--- src/rtl/lgn_frame_sequencer.sv ---
`default_nettype none
// ============================================================================
// Module      : lgn_frame_sequencer
// Description : Streams one bit-packed image into the LGN core, waits out the
//               core pipeline and captures the class index / score.
// Revision    : 1.0 - initial release
// ============================================================================
module lgn_frame_sequencer #(
  parameter int IMG_BYTES = 98,
  parameter int LATENCY   = 16,
  parameter int CNT_W     = 8
) (
  input  logic       clk,
  input  logic       rst,
  input  logic       start,
  input  logic       abort,
  input  logic [7:0] s_data,
  input  logic       s_valid,
  output logic       s_ready,
  output logic [7:0] core_ui_in,
  output logic       core_load,
  input  logic [3:0] core_index,
  input  logic [7:0] core_value,
  output logic       busy,
  output logic       res_valid,
  output logic [3:0] res_index,
  output logic [7:0] res_value,
  output logic [7:0] frames_done
);

  localparam int             c_LAT_W     = (LATENCY > 1) ? $clog2(LATENCY) : 1;
  localparam logic [CNT_W-1:0]   c_BYTE_LAST = CNT_W'(IMG_BYTES - 1);
  localparam logic [c_LAT_W-1:0] c_LAT_LAST  = c_LAT_W'(LATENCY - 1);

  typedef enum logic [1:0] {
    ST_IDLE = 2'd0,
    ST_LOAD = 2'd1,
    ST_WAIT = 2'd2,
    ST_DONE = 2'd3
  } state_t;

  state_t             r_state;
  state_t             w_state_nx;
  logic [CNT_W-1:0]   r_byte_cnt;
  logic [c_LAT_W-1:0] r_lat_cnt;
  logic [7:0]         r_core_ui_in;
  logic               r_core_load;
  logic               r_busy;
  logic               r_res_valid;
  logic [3:0]         r_res_index;
  logic [7:0]         r_res_value;
  logic [7:0]         r_frames_done;
  logic               w_handshake;
  logic               w_accept;
  logic               w_capture;

  assign s_ready     = (r_state == ST_LOAD);
  assign w_handshake = s_ready && s_valid;
  // A byte taken in the same cycle as abort is discarded with the frame.
  assign w_accept    = w_handshake && !abort;
  assign w_capture   = (r_state == ST_DONE) && !abort;

  always_comb begin
    w_state_nx = r_state;
    if (abort) begin
      w_state_nx = ST_IDLE;
    end else begin
      case (r_state)
        ST_IDLE: if (start) w_state_nx = ST_LOAD;
        ST_LOAD: if (w_handshake && (r_byte_cnt == c_BYTE_LAST)) w_state_nx = ST_WAIT;
        ST_WAIT: if (r_lat_cnt == c_LAT_LAST) w_state_nx = ST_DONE;
        ST_DONE: w_state_nx = ST_IDLE;
        default: w_state_nx = ST_IDLE;
      endcase
    end
  end

  always_ff @(posedge clk or posedge rst) begin
    if (rst) begin
      r_state       <= ST_IDLE;
      r_byte_cnt    <= '0;
      r_lat_cnt     <= '0;
      r_core_ui_in  <= '0;
      r_core_load   <= 1'b0;
      r_busy        <= 1'b0;
      r_res_valid   <= 1'b0;
      r_res_index   <= '0;
      r_res_value   <= '0;
      r_frames_done <= '0;
    end else begin
      r_state     <= w_state_nx;
      r_busy      <= (w_state_nx == ST_LOAD) || (w_state_nx == ST_WAIT);
      r_core_load <= w_accept;
      r_res_valid <= w_capture;

      if (w_accept) r_core_ui_in <= s_data;

      if (abort || (r_state != ST_LOAD) || (w_accept && (r_byte_cnt == c_BYTE_LAST)))
        r_byte_cnt <= '0;
      else if (w_accept)
        r_byte_cnt <= r_byte_cnt + 1'b1;

      // Counts from the final load-pulse cycle, which is the first WAIT cycle.
      if (!abort && (r_state == ST_WAIT))
        r_lat_cnt <= r_lat_cnt + 1'b1;
      else
        r_lat_cnt <= '0;

      if (w_capture) begin
        r_res_index   <= core_index;
        r_res_value   <= core_value;
        r_frames_done <= r_frames_done + 8'd1;
      end
    end
  end

  assign core_ui_in  = r_core_ui_in;
  assign core_load   = r_core_load;
  assign busy        = r_busy;
  assign res_valid   = r_res_valid;
  assign res_index   = r_res_index;
  assign res_value   = r_res_value;
  assign frames_done = r_frames_done;

endmodule
`default_nettype wire

--- config.mk ---
export PLATFORM = sky130hd
export DESIGN_NAME = lgn_frame_sequencer
export DESIGN_NICKNAME = d
export VERILOG_FILES = /design/src/rtl/lgn_frame_sequencer.sv
export SDC_FILE = /design/constraint.sdc
export NUM_CORES = 1
export LEC_CHECK = 0
export ABC_AREA = 0
export CORE_ASPECT_RATIO = 1.5
export CORE_MARGIN = 2
export CORE_UTILIZATION = 50
export DETAILED_ROUTE_END_ITERATION = 8
export PLACE_DENSITY = 0.84
export SYNTH_ARGS = -nofsm -noshare
export SYNTH_HDL_FRONTEND = slang
export SYNTH_SLANG_ARGS = --single-unit
export TNS_END_PERCENT = 20
--- constraint.sdc ---
create_clock -name clk -period 4.5 [get_ports clk]
set_input_delay 0.9 -clock clk [delete_from_list [all_inputs] [get_ports clk]]
set_output_delay 0.9 -clock clk [all_outputs]
set_load 0.1 [all_outputs]
## After elaboration in Yosys (flattened, before gate mapping)

Cells that the tools add are included.

| cells by class | value |
|---|---|
| $add $sub $neg | 3 |
| eq/ne operators | 8 |
| multiplexer cells | 8 |
| reductions and logical operators | 12 |

Operator list:

| operator | number |
|---|---|
| 8-bit by 1-bit adder with 8-bit output, second input constant | 2 |
| 8-bit two-way mux | 2 |
| 8-bit by 7-bit equality test with 1-bit output, second input constant | 1 |
| 2-bit two-way mux | 4 |
| 2-bit one-hot mux with 4 select lines | 1 |
| 2-bit equality test, second input constant | 3 |
| 1-bit logical AND | 6 |
| 4-bit by 1-bit adder with 4-bit output, second input constant | 1 |
| 2-bit by 1-bit equality test with 1-bit output, second input constant | 2 |
| 4-bit equality test, second input constant | 1 |
| 4-bit two-way mux | 1 |
| 1-bit logical OR | 3 |
| 2-bit logical NOT | 1 |
| 2-bit by 1-bit inequality test with 1-bit output, second input constant | 1 |
| 2-bit nonzero test | 1 |
| 1-bit logical NOT | 1 |

| word-level totals | value |
|---|---|
| bits in registers | 45 |
| output and inout bits | 32 |
| logic and storage cells | 41 |

## Longest topological paths before layout

Gate-level depths: netlist of run 1.

| logic depth | value |
|---|---|
| depth after elaboration | 8 |
| gate-level depth with buffers | 6 |

## Worst setup path after synthesis of run 1

No wires, ideal clock.

| path | value |
|---|---|
| path type | register to output |
| start point | register r_state[1] |
| end point | output port s_ready |
| arrival time | 1.887 ns |
| data required time | 3.600 ns |
| setup slack | 1.713 ns |
| stages on the path, launching flop included | 3 |
| path buffers | 1 |
| cells stage by stage | dfrtp_1 > buf_2 > nor2b_1 |

| between the ends | value |
|---|---|
| longest elaborated chain between the ends | 1 |

RTL lines:

| item | line | RTL |
|---|---|---|
| start: declaration | 42 | `state_t r_state;` |
| start signal: assignment | 91 | `r_state <= w_state_nx;` |
| 2-bit by 1-bit equality test with 1-bit output | 57 | `assign s_ready = (r_state == ST_LOAD);` |
| end: declaration | 19 | `output logic s_ready,` |

No other way between the ends.

## Final worst setup path of run 1

| path | value |
|---|---|
| start point | register r_state[0] |
| end point | output port s_ready |

Same word-level chain as after synthesis.

==> flow_results.xml, run 1 <==
<?xml version="1.0" encoding="UTF-8"?>
<metrics>
  <group name="cells_and_area">
    <metric name="synthToLayoutAreaGrowth" unit="%">35.0</metric>
    <metric name="numnets_final" unit="">270</metric>
    <metric name="final_design_area_no_fill" unit="um^2">2660</metric>
    <metric name="insertedDiodeCount" unit="">0</metric>
    <metric name="postLayoutCoreUtil" unit="">0.691</metric>
    <metric name="finalNonFillerCells" unit="">287</metric>
    <metric name="drive_above_1_share" unit="">0.0785</metric>
  </group>
  <group name="synthesis">
    <metric name="netlist.top_cell.by_area" unit="">dfrtp_1</metric>
    <metric name="synthesis.yosys.warnings" unit="">0</metric>
    <metric name="synthDominantCellAreaShare" unit="">0.571</metric>
    <metric name="edff_count_synth" unit="">0</metric>
    <metric name="async_reset_ff_frac" unit="">1.00</metric>
    <metric name="synth.cells.most_frequent" unit="">dfrtp_1, nand2_1, mux2_2</metric>
    <metric name="syn-instance-count" unit="">185</metric>
    <metric name="main_combinational_cell_family_by_area_after_synthesis" unit="">simple AND/OR/NAND/NOR gates</metric>
    <metric name="synth-simple-area-share" unit="">0.206</metric>
    <metric name="synthDistinctLibCells" unit="">37</metric>
    <metric name="syn_nets" unit="">214</metric>
    <metric name="synth_xor_area_frac" unit="">0.0400</metric>
    <metric name="multiplexer_share_of_the_synthesized_area" unit="">0.0508</metric>
    <metric name="synth-seq-area-share" unit="">0.571</metric>
    <metric name="share_of_the_synthesized_area_in_compound_gates_ao_oa_aoi_oai" unit="">0.0692</metric>
    <metric name="synth_fa_ha_area_frac" unit="">0.0254</metric>
    <metric name="synth_area" unit="um^2">1970</metric>
    <metric name="synthFlopType" unit="">dfrtp_1</metric>
    <metric name="average_footprint_of_a_synthesized_cell" unit="um^2">10.7</metric>
    <metric name="synth-seq-cells" unit="">45</metric>
    <metric name="synth_top_cells_by_area" unit="">dfrtp_1, nand2_1, mux2_2, ha_1, xnor2_1</metric>
  </group>
  <group name="global_route">
    <metric name="gr-total-overflow" unit="">0</metric>
    <metric name="first_global_vias" unit="">1501</metric>
    <metric name="grt_usage" unit="">0.183</metric>
    <metric name="grt_antenna_before_repair" unit="">0</metric>
    <metric name="global_route_wire_length_before_repair" unit="um">6490</metric>
    <metric name="grt_max_degree" unit="">46</metric>
  </group>
  <group name="timing">
    <metric name="rsz0062_at_grt" unit="">false</metric>
    <metric name="slew_worst_pin" unit="ns">0.992</metric>
    <metric name="final_min_period" unit="ns">3.08</metric>
    <metric name="timing.final.ws_setup" unit="ns">1.42</metric>
    <metric name="fmax" unit="GHz">0.324</metric>
    <metric name="timing.final.hold_violations" unit="">0</metric>
    <metric name="clock_skew" unit="ns">0.00268</metric>
    <metric name="min_period_over_period" unit="">0.685</metric>
    <metric name="fin_tns_setup" unit="ns">0</metric>
    <metric name="relSlewSlack" unit="">0.336</metric>
    <metric name="setup-violations-final" unit="">0</metric>
    <metric name="final_max_slew_viol_count" unit="">0</metric>
  </group>
  <group name="place">
    <metric name="routabilityCongestion" unit="">0.752</metric>
    <metric name="numPlacedInstances" unit="">279</metric>
    <metric name="post-place-ws" unit="ns">1.26</metric>
    <metric name="post_dp_hpwl" unit="um">2680</metric>
    <metric name="post_dp_cell_area" unit="um^2">2540</metric>
    <metric name="port_buffer_count" unit="">56</metric>
  </group>
  <group name="floorplan">
    <metric name="io_pins" unit="">57</metric>
    <metric name="die_area" unit="um^2">4470</metric>
    <metric name="die_width" unit="um">55.3</metric>
    <metric name="floorplan.die.height" unit="um">80.9</metric>
    <metric name="number_of_standard_cell_rows_in_the_floorplan" unit="">28</metric>
    <metric name="floorplan.core_area" unit="um^2">3850</metric>
    <metric name="initial_utilization" unit="">0.511</metric>
  </group>
  <group name="critical_path">
    <metric name="worstPathRequired" unit="ns">3.60</metric>
    <metric name="worst_r2r_endpoint" unit="">r_byte_cnt[6]</metric>
    <metric name="worstSetupPathType" unit="">flip-flop to primary output</metric>
    <metric name="rrSetupSlack" unit="ns">2.23</metric>
    <metric name="launching_element_type_of_the_critical_path" unit="">flip-flop</metric>
    <metric name="worstPathArrival" unit="ns">2.18</metric>
    <metric name="reg_to_reg_startpoint" unit="">r_state[1]</metric>
    <metric name="critical_path.max_fanout" unit="">9</metric>
    <metric name="worstRegToRegCells" unit="">3</metric>
    <metric name="worstSetupEndpointType" unit="">primary output</metric>
  </group>
  <group name="pwr">
    <metric name="ir_worst_vdd" unit="mV">0.339</metric>
    <metric name="static-leakage-power" unit="nW">1.19</metric>
    <metric name="power_density" unit="nW/um^2">393</metric>
  </group>
  <group name="detailed_routing">
    <metric name="ant_nets" unit="">0</metric>
    <metric name="drt_wl_total" unit="um">3720</metric>
    <metric name="dr.pass1.iters" unit="">4</metric>
    <metric name="vias_per_cell" unit="">5.29</metric>
    <metric name="drc_errors" unit="">0</metric>
    <metric name="detail_route.wl_per_cell" unit="um">13.0</metric>
    <metric name="detailedRoute.firstIterationViolations" unit="">37</metric>
    <metric name="route.vias.total" unit="">1519</metric>
  </group>
  <group name="run_status">
    <metric name="result_of_the_run" unit="">finished, final reports clean</metric>
  </group>
  <group name="clock_tree">
    <metric name="cts.reportedPaths.clkPinSlew" unit="ns">0.08</metric>
    <metric name="cts_repair_resize_count" unit="">0</metric>
    <metric name="cts_num_sinks" unit="">45</metric>
    <metric name="postCtsSetupRepairBufs" unit="">0</metric>
    <metric name="clock_tree.root_cell" unit="">clkbuf_8</metric>
    <metric name="worst_skew_pair.late_latency" unit="ns">0.29</metric>
    <metric name="clock_path_buffers" unit="">2</metric>
    <metric name="htree_num_levels" unit="">2</metric>
    <metric name="numCtsBuffers" unit="">5</metric>
    <metric name="cts_hold_buf" unit="">0</metric>
    <metric name="tritoncts" unit="">yes</metric>
  </group>
  <group name="job">
    <metric name="max_cap_viol_count" unit="">0</metric>
  </group>
  <group name="min_path">
    <metric name="worst_hold_startpoint" unit="">frames_done[7]</metric>
    <metric name="worstHoldPathCells" unit="">1</metric>
    <metric name="min_path_type" unit="">flip-flop to flip-flop</metric>
    <metric name="min_to" unit="">frames_done[7]</metric>
  </group>
</metrics>
routing by layer:
layer | track usage | wire [um]
met1 | 0.216 | 1560
met2 | 0.319 | 1890
met3 | 0.0478 | 221
met4 | 0.0732 | 51
met5 | 0 | 0
cells in the final DEF (no fill, tap or decap), types with 5 or more instances in the layout:
cell,synthesis,layout
clkdlybuf4s50_1,0,56
nand2_1,45,45
dfrtp_1,45,45
mux2_2,8,8
a21oi_1,7,7
nor2_1,6,6
clkbuf_8,0,6
nand4_1,5,5
xnor2_1,5,5
cell families (layout without fill, tap and decap cells):
family          Yosys count  count (layout)
mux                       9               9
xor+xnor                  9               9
flops                    45              45
compound gates           21              21
buf+inv                  14              71
simple gates             83              83
fa+ha+maj                 4               4
worst max-delay path, stage by stage (launching register included):
cell and delay (ns):
dfrtp_1 0.49, nor2b_1 0.22, clkdlybuf4s50_1 1.18
flip-flops by register name (all words and copies together), names as in the netlist:
name and flops:
busy 1, core_load 1, core_ui_in 8, frames_done 8, r_byte_cnt 8, r_lat_cnt 4
r_state 2, res_index 4, res_valid 1, res_value 8
power by group:
group | total [mW] | switching, mW | leakage (nW) | internal (mW)
sequential | 0.441 | 0.0134 | 0.609 | 0.428
clock | 0.310 | 0.129 | 0.0585 | 0.181
combinational | 0.293 | 0.213 | 0.520 | 0.0804
final cells by class:
class / count / area, um^2
clock inverters: 1 / 30.0
clock buffers: 7 / 86.3
fillers: 290 / 1190
well taps: 45 / 56.3
repair buffers: 57 / 568
flip-flops and latches: 45 / 1130
multi-input cells: 126 / 772
inverters: 6 / 22.5
stage by stage:
stage	power, mW	hold WS, ns
2_1_floorplan	0.665	0.433
3_3_place_gp	0.742	0.458
3_5_place_dp	0.746	0.462
4_1_cts	1.06	0.479
5_1_grt	1.08	0.488
6_report	1.05	0.475
worst max-delay path by stage:
stage,start,to
floorplan,r_state[1],s_ready
global placement,abort,r_byte_cnt[6]
detailed placement,abort,r_byte_cnt[6]
CTS,r_state[0],s_ready
global route,r_state[0],s_ready
finish,r_state[0],s_ready
Power figures use the tool's default switching activity.
==> run 2, diff against run 1 <==
- CORE_UTILIZATION: 50 -> 47
- PLACE_DENSITY: 0.84 -> 0.79
- clock period: 4.5 -> 3.2 ns (I/O delays scaled with it)
==> run 2 against run 1 <==
  * Via count increased by 0.72%
  * Final area decreased by 2.7%
  * Count of clock-buffer cells in the layout unchanged
  * Worst setup slack got worse by 0.55 ns
  * Non-clock buffer count increased by 1
  * Combinational power increased by 37%
  * Flip-flop and latch count unchanged
  * Sequential power increased by 41%
  * Critical path depth increased by 3
  * Critical endpoint is now r_byte_cnt[4]
  * Largest power group unchanged
==> flow_results.xml, run 2 (synthesis results as in run 1) <==
<?xml version="1.0" encoding="UTF-8"?>
<metrics>
  <group name="timing">
    <metric name="clock_skew" unit="ns">0.00331</metric>
    <metric name="final_min_period" unit="ns">2.34</metric>
    <metric name="relSlewSlack" unit="">0.399</metric>
    <metric name="final_max_slew_viol_count" unit="">0</metric>
    <metric name="rsz0062_at_grt" unit="">false</metric>
    <metric name="timing.final.hold_violations" unit="">0</metric>
    <metric name="slew_worst_pin" unit="ns">0.900</metric>
    <metric name="timing.final.ws_setup" unit="ns">0.863</metric>
    <metric name="min_period_over_period" unit="">0.730</metric>
    <metric name="setup-violations-final" unit="">0</metric>
    <metric name="fin_tns_setup" unit="ns">0</metric>
    <metric name="fmax" unit="GHz">0.428</metric>
  </group>
  <group name="clock_tree">
    <metric name="worst_skew_pair.late_latency" unit="ns">0.29</metric>
    <metric name="cts_repair_resize_count" unit="">0</metric>
    <metric name="htree_num_levels" unit="">2</metric>
    <metric name="cts_num_sinks" unit="">45</metric>
    <metric name="cts_hold_buf" unit="">0</metric>
    <metric name="postCtsSetupRepairBufs" unit="">0</metric>
    <metric name="cts.reportedPaths.clkPinSlew" unit="ns">0.08</metric>
    <metric name="clock_tree.root_cell" unit="">clkbuf_8</metric>
    <metric name="tritoncts" unit="">yes</metric>
    <metric name="numCtsBuffers" unit="">5</metric>
    <metric name="clock_path_buffers" unit="">2</metric>
  </group>
  <group name="global_route">
    <metric name="first_global_vias" unit="">1575</metric>
    <metric name="grt_usage" unit="">0.183</metric>
    <metric name="grt_max_degree" unit="">46</metric>
    <metric name="grt_antenna_before_repair" unit="">0</metric>
    <metric name="gr-total-overflow" unit="">0</metric>
    <metric name="global_route_wire_length_before_repair" unit="um">6890</metric>
  </group>
  <group name="critical_path">
    <metric name="cpPeakStageDelay" unit="ns">0.55</metric>
    <metric name="worst_r2r_endpoint" unit="">r_byte_cnt[4]</metric>
    <metric name="rrSetupSlack" unit="ns">1.25</metric>
    <metric name="launching_element_type_of_the_critical_path" unit="">primary input</metric>
    <metric name="crit_path_top_delay_cell" unit="">nand4bb_1</metric>
    <metric name="cp-endpoint" unit="">r_byte_cnt[4]</metric>
    <metric name="worstPathRequired" unit="ns">3.42</metric>
    <metric name="worstSetupEndpointType" unit="">flip-flop</metric>
    <metric name="path_delay_family" unit="">simple AND/OR/NAND/NOR gates</metric>
    <metric name="timing.critical_path.cells" unit="">clkdlybuf4s50_1, nand4bb_1, buf_4, or3_1, a21oi_1</metric>
    <metric name="critical_path.max_fanout" unit="">12</metric>
    <metric name="setup.worst_path.start" unit="">abort</metric>
    <metric name="worstSetupPathType" unit="">primary input to flip-flop</metric>
    <metric name="worstPathArrival" unit="ns">2.56</metric>
    <metric name="worstRegToRegCells" unit="">4</metric>
    <metric name="reg_to_reg_startpoint" unit="">r_state[1]</metric>
    <metric name="crit_buf_inv" unit="">2</metric>
    <metric name="timing.critical_path.depth" unit="">5</metric>
  </group>
  <group name="floorplan">
    <metric name="io_pins" unit="">57</metric>
    <metric name="die_area" unit="um^2">4740</metric>
    <metric name="floorplan.core_area" unit="um^2">3990</metric>
    <metric name="number_of_standard_cell_rows_in_the_floorplan" unit="">28</metric>
    <metric name="die_width" unit="um">56.9</metric>
    <metric name="floorplan.die.height" unit="um">83.3</metric>
    <metric name="initial_utilization" unit="">0.493</metric>
  </group>
  <group name="detailed_routing">
    <metric name="drt_wl_total" unit="um">3820</metric>
    <metric name="dr.pass1.iters" unit="">4</metric>
    <metric name="detail_route.wl_per_cell" unit="um">13.3</metric>
    <metric name="route.vias.total" unit="">1530</metric>
    <metric name="drc_errors" unit="">0</metric>
    <metric name="ant_nets" unit="">0</metric>
    <metric name="detailedRoute.firstIterationViolations" unit="">17</metric>
    <metric name="vias_per_cell" unit="">5.31</metric>
  </group>
  <group name="cells_and_area">
    <metric name="final_design_area_no_fill" unit="um^2">2590</metric>
    <metric name="num-fill-cells" unit="">320</metric>
    <metric name="insertedDiodeCount" unit="">0</metric>
    <metric name="drive_above_1_share" unit="">0.218</metric>
    <metric name="numnets_final" unit="">271</metric>
    <metric name="synthToLayoutAreaGrowth" unit="%">31.4</metric>
    <metric name="layout.cells.most_common_list" unit="">nand2_1, dfrtp_1, buf_4</metric>
  </group>
  <group name="min_path">
    <metric name="min_path_type" unit="">flip-flop to flip-flop</metric>
  </group>
  <group name="place">
    <metric name="routabilityCongestion" unit="">0.761</metric>
    <metric name="port_buffer_count" unit="">56</metric>
    <metric name="post-place-ws" unit="ns">0.550</metric>
    <metric name="post_dp_cell_area" unit="um^2">2470</metric>
    <metric name="post_dp_hpwl" unit="um">2780</metric>
  </group>
  <group name="job">
    <metric name="max_cap_viol_count" unit="">0</metric>
  </group>
  <group name="run_status">
    <metric name="result_of_the_run" unit="">finished, final reports clean</metric>
  </group>
  <group name="pwr">
    <metric name="power_density" unit="nW/um^2">562</metric>
    <metric name="ir_worst_vdd" unit="mV">0.653</metric>
    <metric name="static-leakage-power" unit="nW">1.25</metric>
  </group>
</metrics>
==> run 2: cell type report <==
type | count | area (um^2) | area share
tap | 45 | 56.3 | 0.0217
clock inverter | 1 | 30.0 | 0.0116
multi-input combinational | 126 | 772 | 0.298
timing repair buffer | 58 | 495 | 0.191
sequential | 45 | 1130 | 0.435
inverter | 6 | 22.5 | 0.00870
clock buffer | 7 | 86.3 | 0.0333
==> run 2: worst reg2reg max path: cells and delay by family (launching register included) <==
family | cells | cell delay (ns)
AOI/OAI and AO/OA | 1 | 0.14
DFF | 1 | 0.50
and+or+nand+nor | 2 | 0.89
buffers and inverters | 1 | 0.35
==> run 2: through the flow <==
step / cells / utilization / total power [mW] / hold slack, ns
after detailed placement: 280 / 0.619 / 1.04 / 0.464
after CTS: 288 / 0.648 / 1.47 / 0.475
after global placement: 280 / 0.619 / 1.03 / 0.454
final: 288 / 0.648 / 1.46 / 0.468
after global routing: 288 / 0.648 / 1.52 / 0.501
after floorplan: 185 / - / 0.935 / 0.433
==> run 2: worst min-delay path by stage <==
stage	start	end	slack (ns)	cells after the start
6_report	frames_done[7]	frames_done[7]	0.47	1
2_1_floorplan	r_lat_cnt[0]	r_lat_cnt[0]	0.43	1
4_1_cts	frames_done[7]	frames_done[7]	0.47	1
3_3_place_gp	r_lat_cnt[0]	r_lat_cnt[0]	0.45	1
5_1_grt	frames_done[7]	frames_done[7]	0.50	1
3_5_place_dp	frames_done[7]	frames_done[7]	0.46	1
==> run 2: where the power goes <==
part | leakage (nW) | switching [mW] | internal, mW
combinational | 0.583 | 0.300 | 0.101
sequential | 0.609 | 0.0204 | 0.602
clock | 0.0585 | 0.179 | 0.254
total | 1.25 | 0.499 | 0.957
==> run 2: layer usage <==
metal / routed length [um] / part of all wire / global-route usage
met1: 1590 / 0.42 / 0.219
met4: 73 / 0.019 / 0.0888
met3: 189 / 0.049 / 0.0358
met5: 0 / 0 / 0
met2: 1970 / 0.52 / 0.309
